[src/rtl/mem_pkg.sv]
// mem_pkg: shared default widths, MEM-stage FSM encoding and store-buffer entry layout
package mem_pkg;
    localparam int DATA_W_DEF = 16;
    localparam int ADDR_W_DEF = 16;
    localparam int REG_W_DEF  = 4;
    localparam int DEPTH_DEF  = 4;
    localparam logic [1:0] IDLE    = 2'd0;
    localparam logic [1:0] RD_WAIT = 2'd1;
    localparam logic [1:0] WR_WAIT = 2'd2;
    typedef struct packed {
        logic [ADDR_W_DEF-1:0] addr;
        logic [DATA_W_DEF-1:0] data;
    } sb_entry_t;
endpackage

[src/rtl/store_buffer.sv]
// store_buffer: in-order circular store queue with a youngest-match address lookup
module store_buffer
    import mem_pkg::*;
#(
    parameter int DATA_W = DATA_W_DEF,
    parameter int ADDR_W = ADDR_W_DEF,
    parameter int DEPTH  = DEPTH_DEF,
    localparam int PW    = $clog2(DEPTH)
) (
    input  logic              clk,
    input  logic              rst_n,
    input  logic              push,
    input  logic [ADDR_W-1:0] push_addr,
    input  logic [DATA_W-1:0] push_data,
    input  logic              pop,
    output logic [PW:0]       count,
    output logic [ADDR_W-1:0] head_addr,
    output logic [DATA_W-1:0] head_data,
    input  logic [ADDR_W-1:0] look_addr,
    output logic              hit,
    output logic [DATA_W-1:0] hit_data
);
    logic [ADDR_W-1:0] addr_q [DEPTH];
    logic [DATA_W-1:0] data_q [DEPTH];
    logic [PW-1:0]     head;
    logic [PW-1:0]     tail;

    // pointers wrap naturally at DEPTH; count carries the extra bit to tell full from empty
    always_ff @(posedge clk) begin
        if (!rst_n) begin
            head  <= '0;
            tail  <= '0;
            count <= '0;
        end else begin
            if (push) tail <= tail + PW'(1);
            if (pop) head <= head + PW'(1);
            count <= count + (PW+1)'(push) - (PW+1)'(pop);
        end
    end

    // entry storage, written at the tail on an accepted store
    always_ff @(posedge clk) begin
        if (push) begin
            addr_q[tail] <= push_addr;
            data_q[tail] <= push_data;
        end
    end

    // scan oldest to youngest so the last (youngest) match overrides earlier ones
    always_comb begin
        hit      = 1'b0;
        hit_data = '0;
        for (int i = 0; i < DEPTH; i++) begin
            if ((PW+1)'(i) < count && addr_q[head + PW'(i)] == look_addr) begin
                hit      = 1'b1;
                hit_data = data_q[head + PW'(i)];
            end
        end
    end

    assign head_addr = addr_q[head];
    assign head_data = data_q[head];
endmodule

[src/rtl/mem_stage_sbuf.sv]
// mem_stage_sbuf: MEM stage with WB store-data forwarding and a background-draining store buffer
module mem_stage_sbuf
    import mem_pkg::*;
#(
    parameter int DATA_W = DATA_W_DEF,
    parameter int ADDR_W = ADDR_W_DEF,
    parameter int REG_W  = REG_W_DEF,
    parameter int DEPTH  = DEPTH_DEF
) (
    input  logic              clk,
    input  logic              rst_n,
    input  logic [DATA_W-1:0] WB_MemData,
    input  logic [REG_W-1:0]  WB_RegDst,
    input  logic              WB_MemToReg,
    input  logic [ADDR_W-1:0] MEM_ALUOut,
    input  logic [REG_W-1:0]  MEM_SrcReg2,
    input  logic [DATA_W-1:0] MEM_WMData,
    input  logic              MEM_StoreInstr,
    input  logic              MEM_MemToReg,
    output logic [DATA_W-1:0] MEM_MemData,
    output logic              DMEM_STALL,
    output logic              DMEM_REQ,
    output logic              DMEM_WE,
    output logic [ADDR_W-1:0] DMEM_addr,
    output logic [DATA_W-1:0] DMEM_wdata,
    input  logic [DATA_W-1:0] DMEM_rdata,
    input  logic              DMEM_rdata_valid,
    input  logic              DMEM_WDONE,
    output logic              SB_EMPTY
);
    localparam int PW = $clog2(DEPTH);

    logic [1:0]        state;
    logic [1:0]        state_nx;
    logic [PW:0]       count;
    logic [ADDR_W-1:0] head_addr;
    logic [DATA_W-1:0] head_data;
    logic [DATA_W-1:0] hit_data;
    logic [DATA_W-1:0] store_data;
    logic              hit;
    logic              is_load;
    logic              miss;
    logic              full;
    logic              push;
    logic              pop;
    logic              rd_done;

    // a load just finishing in WB overrides the stale register-file store data
    assign store_data = (WB_MemToReg && WB_RegDst == MEM_SrcReg2 && WB_RegDst != '0) ? WB_MemData : MEM_WMData;
    // store wins when both flags are set
    assign is_load    = MEM_MemToReg && !MEM_StoreInstr;
    assign full       = count == (PW+1)'(DEPTH);
    assign push       = MEM_StoreInstr && !full;
    assign pop        = state == WR_WAIT && DMEM_WDONE;
    assign rd_done    = state == RD_WAIT && DMEM_rdata_valid;
    assign miss       = is_load && !hit;

    store_buffer #(
        .DATA_W(DATA_W),
        .ADDR_W(ADDR_W),
        .DEPTH (DEPTH)
    ) u_sb (
        .clk      (clk),
        .rst_n    (rst_n),
        .push     (push),
        .push_addr(MEM_ALUOut),
        .push_data(store_data),
        .pop      (pop),
        .count    (count),
        .head_addr(head_addr),
        .head_data(head_data),
        .look_addr(MEM_ALUOut),
        .hit      (hit),
        .hit_data (hit_data)
    );

    // a pending load miss outranks draining; a write in flight always finishes first
    always_comb begin
        state_nx = state == IDLE    ? (miss ? RD_WAIT : (count != '0 ? WR_WAIT : IDLE)) :
                   state == RD_WAIT ? (DMEM_rdata_valid ? IDLE : RD_WAIT) :
                   state == WR_WAIT ? (DMEM_WDONE ? IDLE : WR_WAIT) : IDLE;
    end

    // reset abandons any outstanding downstream transaction
    always_ff @(posedge clk) begin
        state <= !rst_n ? IDLE : state_nx;
    end

    assign MEM_MemData = (is_load && hit) ? hit_data : rd_done ? DMEM_rdata : '0;
    assign DMEM_STALL  = (MEM_StoreInstr && full) || (miss && !rd_done);
    assign DMEM_REQ    = state != IDLE;
    assign DMEM_WE     = state == WR_WAIT;
    assign DMEM_addr   = state == RD_WAIT ? MEM_ALUOut : state == WR_WAIT ? head_addr : '0;
    assign DMEM_wdata  = state == WR_WAIT ? head_data : '0;
    assign SB_EMPTY    = count == '0 && state == IDLE;
endmodule

[config.mk]
export PLATFORM = sky130hd
export DESIGN_NAME = mem_stage_sbuf
export DESIGN_NICKNAME = d
export VERILOG_FILES = /design/src/rtl/mem_pkg.sv /design/src/rtl/store_buffer.sv /design/src/rtl/mem_stage_sbuf.sv
export SDC_FILE = /design/constraint.sdc
export NUM_CORES = 1
export LEC_CHECK = 0
export CAP_MARGIN = 20
export CELL_PAD_IN_SITES_DETAIL_PLACEMENT = 1
export CELL_PAD_IN_SITES_GLOBAL_PLACEMENT = 2
export CORE_ASPECT_RATIO = 0.6
export CORE_MARGIN = 5
export CORE_UTILIZATION = 38
export CTS_CLUSTER_SIZE = 10
export DETAILED_ROUTE_END_ITERATION = 12
export PLACE_DENSITY = 0.93
export SYNTH_ARGS = -nofsm -noshare
export SYNTH_HDL_FRONTEND = slang
export SYNTH_SLANG_ARGS = --single-unit
[constraint.sdc]
create_clock -name clk -period 4.5 [get_ports clk]
set_input_delay 0.9 -clock clk [delete_from_list [all_inputs] [get_ports clk]]
set_output_delay 0.9 -clock clk [all_outputs]
set_load 0.03 [all_outputs]
# Yosys cells after proc, flatten, opt, wreduce, memory -nomap -nowiden
# Memory sizes are Yosys's and may differ from the RTL's. A register that Yosys moved wholly into a read port is not among the register bits.
# Cells that the tools add are included.
[classes]
n_mux = 27
order_cmp = 4
n_reduce_logical = 25
eq_ne = 8
add_sub_neg = 6
[ops]
columns = ["cell", "count"]
rows = [
  ["$mux W16", 10],
  ["$eq A16 B16 Y1", 4],
  ["$mux W2", 10],
  ["$logic_and A1 B1 Y1", 15],
  ["$mux W1", 7],
  ["$lt A1 B3 Y1 const A", 2],
  ["$lt A2 B3 Y1 const A", 2],
  ["$add A2 B1 Y2 const B", 2],
  ["$add A2 B2 Y2 const B", 2],
  ["$eq A4 B4 Y1", 1],
  ["$logic_not A1 Y1", 4],
  ["$reduce_bool A4 Y1", 1],
  ["$add A3 B1 Y3", 1],
  ["$eq A3 B3 Y1 const B", 1],
  ["$logic_not A3 Y1", 1],
  ["$reduce_bool A3 Y1", 1],
  ["$sub A3 B1 Y3", 1],
  ["$eq A2 B1 Y1 const B", 1],
  ["$eq A2 B2 Y1 const B", 1],
  ["$logic_not A2 Y1", 1],
  ["$reduce_bool A2 Y1", 1],
  ["$logic_or A1 B1 Y1", 1],
]
[totals]
input_bits = 79
memories = 2
ram_bits = 128
word_cells = 76
output_inout_bits = 52
regBits = 9
[mem_list]
columns = ["name", "words", "word_bits", "read_ports", "rd_ports_with_merged_regs", "write_ports", "line", "source"]
rows = [
  ["u_sb.addr_q", 4, 16, 4, 1, 1, "store_buffer.sv:23", "logic [ADDR_W-1:0] addr_q [DEPTH];"],
  ["u_sb.data_q", 4, 16, 4, 1, 1, "store_buffer.sv:24", "logic [DATA_W-1:0] data_q [DEPTH];"],
]

# Longest topological paths before layout
# An unclocked memory read counts as a cell.
[logic_depth]
ltp_word = 11
mapped_depth = 15
ltp_nobuf = 9

# By module
# Synthesis repeated with hierarchy kept, for this count alone.
[unflattened]
cells_unflattened = 707
hier_area_um2 = 9716.8
[modules_own_cells]
columns = ["mod", "cells_each", "seq_area_each_um2", "n_inst", "area_each_um2"]
rows = [
  ["store_buffer", 603, 4023.9, 1, 8827.2],
  ["mem_stage_sbuf", 104, 40.0, 1, 889.6],
]

# Worst setup path before layout
# OpenSTA, ideal clock, no wires.
[synth_path]
path_type = "in2out"
start = "in MEM_ALUOut[7]"
end = "out MEM_MemData[10]"
required_ns = 3.600
setup_slack_ns = 0.155
stages = 10
path_buffers = 3
t_arrival_ns = 3.445
path_cell_list = "clkbuf_1 -> nor3b_1 -> a2111oi_2 -> nand3_1 -> or3b_1 -> buf_6 -> nand3_1 -> nand3_4 -> buf_6 -> o31ai_1"
[synth_between]
elab_chain_cells = 8
word_cells_on_any_way = 18
classes_between = "eq/ne: 4; mux: 9; reduce/logical: 5"
[synth_lines]
columns = ["item", "line", "source"]
rows = [
  ["start: declaration", "mem_stage_sbuf.sv:15", "input logic [ADDR_W-1:0] MEM_ALUOut,"],
  ["$eq A16 B16 Y1", "store_buffer.sv:54", "if ((PW+1)'(i) < count && addr_q[head + PW'(i)] == look_addr) begin"],
  ["$logic_and A1 B1 Y1", "store_buffer.sv:54", ""],
  ["$mux W1 (4 in a row)", "store_buffer.sv:54", ""],
  ["$logic_and A1 B1 Y1", "mem_stage_sbuf.sv:89", "assign MEM_MemData = (is_load && hit) ? hit_data : rd_done ? DMEM_rdata : '0;"],
  ["$mux W16 *", "mem_stage_sbuf.sv:89", ""],
  ["end: declaration", "mem_stage_sbuf.sv:20", "output logic [DATA_W-1:0] MEM_MemData,"],
]
# Every way passes the cells marked *; elsewhere a longest branch is shown, timed or not.

# Worst setup path after layout
[layout_path]
start = "reg u_sb.head[0]"
end = "out MEM_MemData[2]"
[layout_between]
elab_chain_cells = 9
word_cells_on_any_way = 19
classes_between = "add/sub: 3; eq/ne: 3; mux: 7; reduce/logical: 4; memory: 2"
[layout_lines]
columns = ["item", "line", "source"]
rows = [
  ["start: declaration", "store_buffer.sv:25", "logic [PW-1:0] head;"],
  ["start signal: assignment", "store_buffer.sv:36", "if (pop) head <= head + PW'(1);"],
  ["$add A2 B1 Y2", "store_buffer.sv:54, store_buffer.sv:56", ""],
  ["$mem_v2 Z4 W16", "-", ""],
  ["$eq A16 B16 Y1", "store_buffer.sv:54", ""],
  ["$logic_and A1 B1 Y1", "store_buffer.sv:54", ""],
  ["$mux W1 (3 in a row)", "store_buffer.sv:54", ""],
  ["$logic_and A1 B1 Y1", "mem_stage_sbuf.sv:89", ""],
  ["$mux W16 *", "mem_stage_sbuf.sv:89", ""],
]
# Marked as above.

==> qor.csv <==
stage,metric,value,unit
cells_and_area,nets,1050,
yosys,yosys.area_share.simple,0.08578,
drt,ant_nets,0,
grt,grt_overflow,0,
floorplanning,die_area,29010,sq um
sta,fin_skew,0.01041,ns
place,routabilityCongestion,0.8953,
drt,totalWireLength,37840,um
cts,insertion_delay,0.42,ns
place,placed_area,11850,sq um
sta,hold_slack,0.6019,ns
drt,drt-initial-drc-count,979,
drt,viasPerCell,6.320,
drt,first_pass_iters,5,
cts,cts_buffer_depth,2,
flow_run,maxCapViolCount,0,
worst_setup_path,crit_path_max_fanout,8,
yosys,syn_avg_cell_area,12.62,sq um
worst_setup_path,cp.required,3.60,ns
cts,cts.clk_slew.worst_paths,0.06,ns
cts,numClockSinks,139,
yosys,ys_seq_elements,139,
sta,period_minus_slack,4.589,ns
worst_setup_path,cp_cell_sequence,buf_12 -> buf_12 -> buf_4 -> mux2i_2 -> nor3b_1 -> a2111oi_4 -> nand3_2 -> buf_4 -> buf_4 -> nor3b_4 -> buf_4 -> buf_12 -> a211oi_1 -> o31ai_2 -> buf_4 -> buf_12,
place,port_buffers,130,
grt,track_usage,0.2417,
yosys,synth_top_family_by_area,multiplexers,
worst_setup_path,worst_setup_path_end_kind,output pin,
sta,slew_headroom,0.4526,
yosys,synth_top_area_cell,edfxtp_1,
pwr,power_density,396.8,nW/um^2
sta,max_freq,0.2179,GHz
yosys,synth_nets,859,
yosys,synth.mux.area_fraction,0.2831,
pwr,ir_drop,0.0002279,V
drt,wl_per_cell,29.02,um
cts,cts_tree,built,
cells_and_area,final_area,13620,sq um
grt,grt_pass1_vias,8278,
yosys,synth_edf_count,128,
sta,rsz0062_at_grt,yes,
cts,root_buffer,clkbuf_16,
worst_setup_path,slowest_stage,dfxtp_4,
floorplanning,die_y,133.9,um
cells_and_area,drive_gt1_frac,0.3918,
outcome,violations,setup timing,
cts,htree_num_levels,4,
cells_and_area,areaGrowthSynthToFinish,40.01,%
drt,drc,0,
sta,tns,-0.4683,ns
place,post-place-ws,-0.2738,ns
yosys,synth-compound-area-share,0.09182,
worst_setup_path,cpMostUsedCell,buf_4,
yosys,synth_flop_cell,edfxtp_1,
yosys,yosysMostFrequentCell,edfxtp_1,
cells_and_area,n_fill_cell,2504,
floorplanning,pin_count,131,
sta,timing.final.crit_share,1.020,
yosys,ys_async_sr_fraction,0,
yosys,synth-xor-area-share,0.06211,
floorplanning,fp-row-count,45,
yosys,syn_area,9729,sq um
grt,antenna_found_initial,0,
worst_setup_path,crit_path_start_kind,flop,
sta,setup_violations,13,
sta,tightest_slew,0.8211,ns
drt,num_vias,8241,
min_path,hold_path.class,reg -> reg,
cells_and_area,diodes,0,
yosys,seq_area_frac_synth,0.4177,
worst_setup_path,critPathKind,reg -> out,
sta,setup_ws,-0.08892,ns
yosys,yosysUniqueCellTypes,56,
yosys,synthAdderAreaFrac,0.01235,
yosys,synth_top_area_share,0.3951,
yosys,synthTopCellsByCount,"edfxtp_1, mux4_2, nor2_1, xnor2_1, clkbuf_1",
floorplanning,die_w,216.6,um
yosys,synthCells,771,
worst_setup_path,arrival,3.69,ns
floorplanning,initial_core_util,0.3857,
grt,grt_pass1_wl,52860,um
grt,grt_max_degree,40,
place,dp_hpwl,23480,um
sta,hold_viol_final,0,
yosys,ys_warn_count,0,
cts,cts_made_buffers,17,
outcome,status,finished with violations,
worst_setup_path,slowest_delay,0.41,ns
yosys,yosys-top-cells-area,"edfxtp_1, mux4_2, xnor2_1",
sta,slew_violations,0,
pwr,fin_total_pwr,5405,uW
floorplanning,core_area,25220,sq um
pwr,leakagePower,0.004555,uW
[registers in the layout, summed over array words and instances (netlist names), named ones only]
signal and flops:
u_sb.addr_q 64, u_sb.data_q 64, u_sb.count 3, state 2, u_sb.head 2, u_sb.tail 2
[cell usage in the layout, fill, tap and decap left out, drive strengths merged, types with 6 or more instances in the layout]
master | Yosys | routed
edfxtp | 128 | 128
buf | 34 | 127
clkdlybuf4s50 | 0 | 109
mux4 | 88 | 88
nor2 | 64 | 64
xnor2 | 61 | 61
mux2i | 37 | 37
mux2 | 35 | 35
a211oi | 31 | 31
and2 | 26 | 26
inv | 26 | 26
nand2 | 24 | 24
clkbuf | 39 | 24
a21oi | 20 | 20
o21ai | 19 | 19
o31ai | 16 | 16
a22o | 15 | 15
a31oi | 15 | 15
dfxtp | 11 | 11
nand4 | 10 | 10
nand3 | 9 | 10
nor3 | 9 | 9
xor2 | 8 | 8
ha | 8 | 8
nor2b | 7 | 7
clkinv | 0 | 6
[worst paths after layout]
check	end	slack, ns	cells past startpoint	from
hold reg to reg	state[1]	0.60	2	state[1]
hold / removal	state[1]	0.60	2	state[1]
setup reg to reg	state[0]	1.43	12	u_sb.head[0]
setup / recovery	MEM_MemData[2]	-0.09	16	u_sb.head[0]
[power by group]
group | switching (uW) | internal [uW] | total [uW]
combinational | 1180 | 1020 | 2200
sequential | 141 | 1580 | 1730
clock | 540 | 935 | 1470
total | 1860 | 3540 | 5410
[cell families after synthesis]
family | count (synthesis)
compound gates | 129
simple gates | 166
flops | 139
fa+ha+maj | 9
xor+xnor | 69
buf+inv | 99
mux | 160
[metal layers]
metal / GRT usage / wire length [um]
met1: 0.3356 / 15520
met2: 0.3797 / 17500
met3: 0.06429 / 3770
met4: 0.06424 / 1048
met5: 0 / 0
[critical path: cells and delay by family, from the launching register on]
kind	cells	cell delay [ns]
DFF	1	0.41
muxes	1	0.26
AOI/OAI and AO/OA	3	0.72
buffers and inverters	9	1.37
and+or+nand+nor	3	0.50
[stage by stage]
stage / cells / util
floorplan: 771 / -
finish: 1304 / 0.5400
detailed placement: 1242 / 0.4696
global placement: 1242 / 0.4696
CTS: 1290 / 0.5103
global route: 1304 / 0.5400
[what timing repair did]
item                       4_1_cts  5_1_grt
resized for setup               51      106
hold buffers                     0        0
setup buffers                   13       12
setup endpoints to repair       17       17
hold endpoints to repair         0        0
gates cloned                     3        2
pin swaps                       15       26
[layout make-up]
cell class / count / area [sq um] / share of cell area
repair buffers: 243 / 2457 / 0.1804
multi-input cells: 535 / 5978 / 0.4389
flip-flops and latches: 139 / 4075 / 0.2992
well taps: 329 / 411.6 / 0.03022
inverters: 26 / 97.59 / 0.007165
clock buffers: 22 / 454.2 / 0.03334
clock inverters: 10 / 147.6 / 0.01084
Power figures use the tool's default switching activity.
==> edit: new RTL, same settings <==
Set the package constant `REG_W_DEF` to 5 (it was 4).
--- a/src/rtl/mem_pkg.sv
+++ b/src/rtl/mem_pkg.sv
@@ -3,5 +3,5 @@
     localparam int DATA_W_DEF = 16;
     localparam int ADDR_W_DEF = 16;
-    localparam int REG_W_DEF  = 4;
+    localparam int REG_W_DEF  = 5;
     localparam int DEPTH_DEF  = 4;
     localparam logic [1:0] IDLE    = 2'd0;
Interface: changed (resized MEM_SrcReg2 and WB_RegDst); port bits go from 131 to 133. No check against the original RTL was run, so the function may have changed too.
==> edit against the unedited design <==
- critical endpoint is now MEM_MemData[14]
- wire length is 7.4% lower
- via count is 2.9% lower
- worst setup slack better by 0.028 ns
- core utilization down 2.0 points
- power down 0.40%
- design area decreased by 2.7%
- the run still ends with setup timing left
- combinational power shrank 3%
- sequential cell count stayed put
- synthesized area grew 2.2%
==> edit: results (changes against the unedited design) <==
----------------------------------------------------
[Status]
  Run status ... finished, violations left (unchanged)
  Violations in the final reports ... setup timing (unchanged)

[Logic synthesis]
  Syn_nets ... 905 (was 859)
  Area contributors post-synth ... sky130_fd_sc_hd__edfxtp_1 39%, sky130_fd_sc_hd__mux4_2 16%, sky130_fd_sc_hd__mux2i_1 6.3% (was sky130_fd_sc_hd__edfxtp_1 40%, sky130_fd_sc_hd__mux4_2 20%, sky130_fd_sc_hd__xnor2_1 5.5%)
  Most frequent cells after synthesis ... 128 x sky130_fd_sc_hd__edfxtp_1, 72 x sky130_fd_sc_hd__mux4_2, 63 x sky130_fd_sc_hd__mux2i_1, 52 x sky130_fd_sc_hd__nor2_1, 47 x sky130_fd_sc_hd__xnor2_1 (was 128 x sky130_fd_sc_hd__edfxtp_1, 86 x sky130_fd_sc_hd__mux4_2, 64 x sky130_fd_sc_hd__nor2_1, 61 x sky130_fd_sc_hd__xnor2_1, 39 x sky130_fd_sc_hd__clkbuf_1)
  Post-synthesis compound-gate area fraction ... 10.1% (was 9.18%)
  Post-synthesis share of cell area spent on full adders, half adders and majority gates ... 1.21% (was 1.23%)
  Mean instance size in the synthesized netlist ... 12.2 um^2 (was 12.6 um^2)

[Global routing]
  Aggregate global-route resource usage ... 23.0% (was 24.2%)
  GR met2 Demand/Resource ... 35.6% (was 38.0%)
  Met3 capacity usage during global routing ... 6.12% (was 6.43%)
  Met1 GRT Util ... 32.7% (was 33.6%)

[STA]
  Clock skew after layout ... 0.0168 ns (was 0.0104 ns)
  Worst slew slack as a fraction of its limit ... 53.4% (was 45.3%)
  Hold_ws ... 0.650 ns (was 0.602 ns)
  Total setup violations reported at the end of the flow ... 1 (was 13)
  Setup TNS Final ... -0.0605 ns (was -0.468 ns)
  Crit path setup slack, layout ... -0.0605 ns (was -0.0889 ns)

[Cells and area]
  Non-clock buffer share ... 17.8% (was 18.0%)
  Post-layout instance count excluding filler cells ... 1357 (was 1304)
  Flip-flop and latch area ... 0.00408 mm^2 (about the same)
  Area of the multi-input gates ... 0.00563 mm^2 (was 0.00598 mm^2)
  Clock tree cell share of total cell area ... 4.82% (was 4.42%)
  Final #Nets ... 1082 (was 1050)
  Fill count ... 2592 (was 2504)
  Fraction of area in multi-input gates ... 42.5% (was 43.9%)

[Routing]
  Met1 Routed Length ... 15.5 mm (about the same)
  Total met2 wirelength after detailed routing ... 15.9 mm (was 17.5 mm)
  Count of routing violations after the opening detailed-route iteration ... 720 (was 979)
  Detailed route wirelength on metal3 ... 2.96 mm (was 3.77 mm)
  Highest layer used for signal routing ... met5 (was met4)

[Die]
  Width of the chip ... 219 um (was 217 um)

[Critical path]
  Kind of cell with the highest combined delay on the critical path ... simple AND/OR/NAND/NOR gates (was buffers and inverters)
  Maximum fanout count along the critical path ... 12 (was 8)

[Power and ir drop]
  IR drop worst, VDD ... 0.356 mV (was 0.228 mV)

[Placement]
  Dpl ws ... -0.120 ns (was -0.274 ns)
  Detailed placement HPWL ... 23.2 mm (was 23.5 mm)

[Clock tree]
  Number of buffers added for setup after CTS ... 11 (was 13)

----------------------------------------------------
==> edit: cell count changes after synthesis, moves of 9 or more <==
| cell | before | now |
|---|---|---|
| sky130_fd_sc_hd__nand2_1 | 24 | 37 |
| sky130_fd_sc_hd__xor2_1 | 8 | 21 |
| sky130_fd_sc_hd__mux4_2 | 86 | 72 |
| sky130_fd_sc_hd__mux2i_1 | 37 | 63 |
| sky130_fd_sc_hd__a211oi_1 | 31 | 1 |
| sky130_fd_sc_hd__nand3_1 | 8 | 20 |
| sky130_fd_sc_hd__xnor2_1 | 61 | 47 |
| sky130_fd_sc_hd__nor2_1 | 64 | 52 |
| sky130_fd_sc_hd__or2_0 | 0 | 12 |
| sky130_fd_sc_hd__and2_1 | 26 | 11 |
| sky130_fd_sc_hd__o31ai_1 | 16 | 2 |
| sky130_fd_sc_hd__nand2b_1 | 4 | 19 |
| sky130_fd_sc_hd__clkbuf_1 | 39 | 30 |
| sky130_fd_sc_hd__o221ai_2 | 0 | 10 |
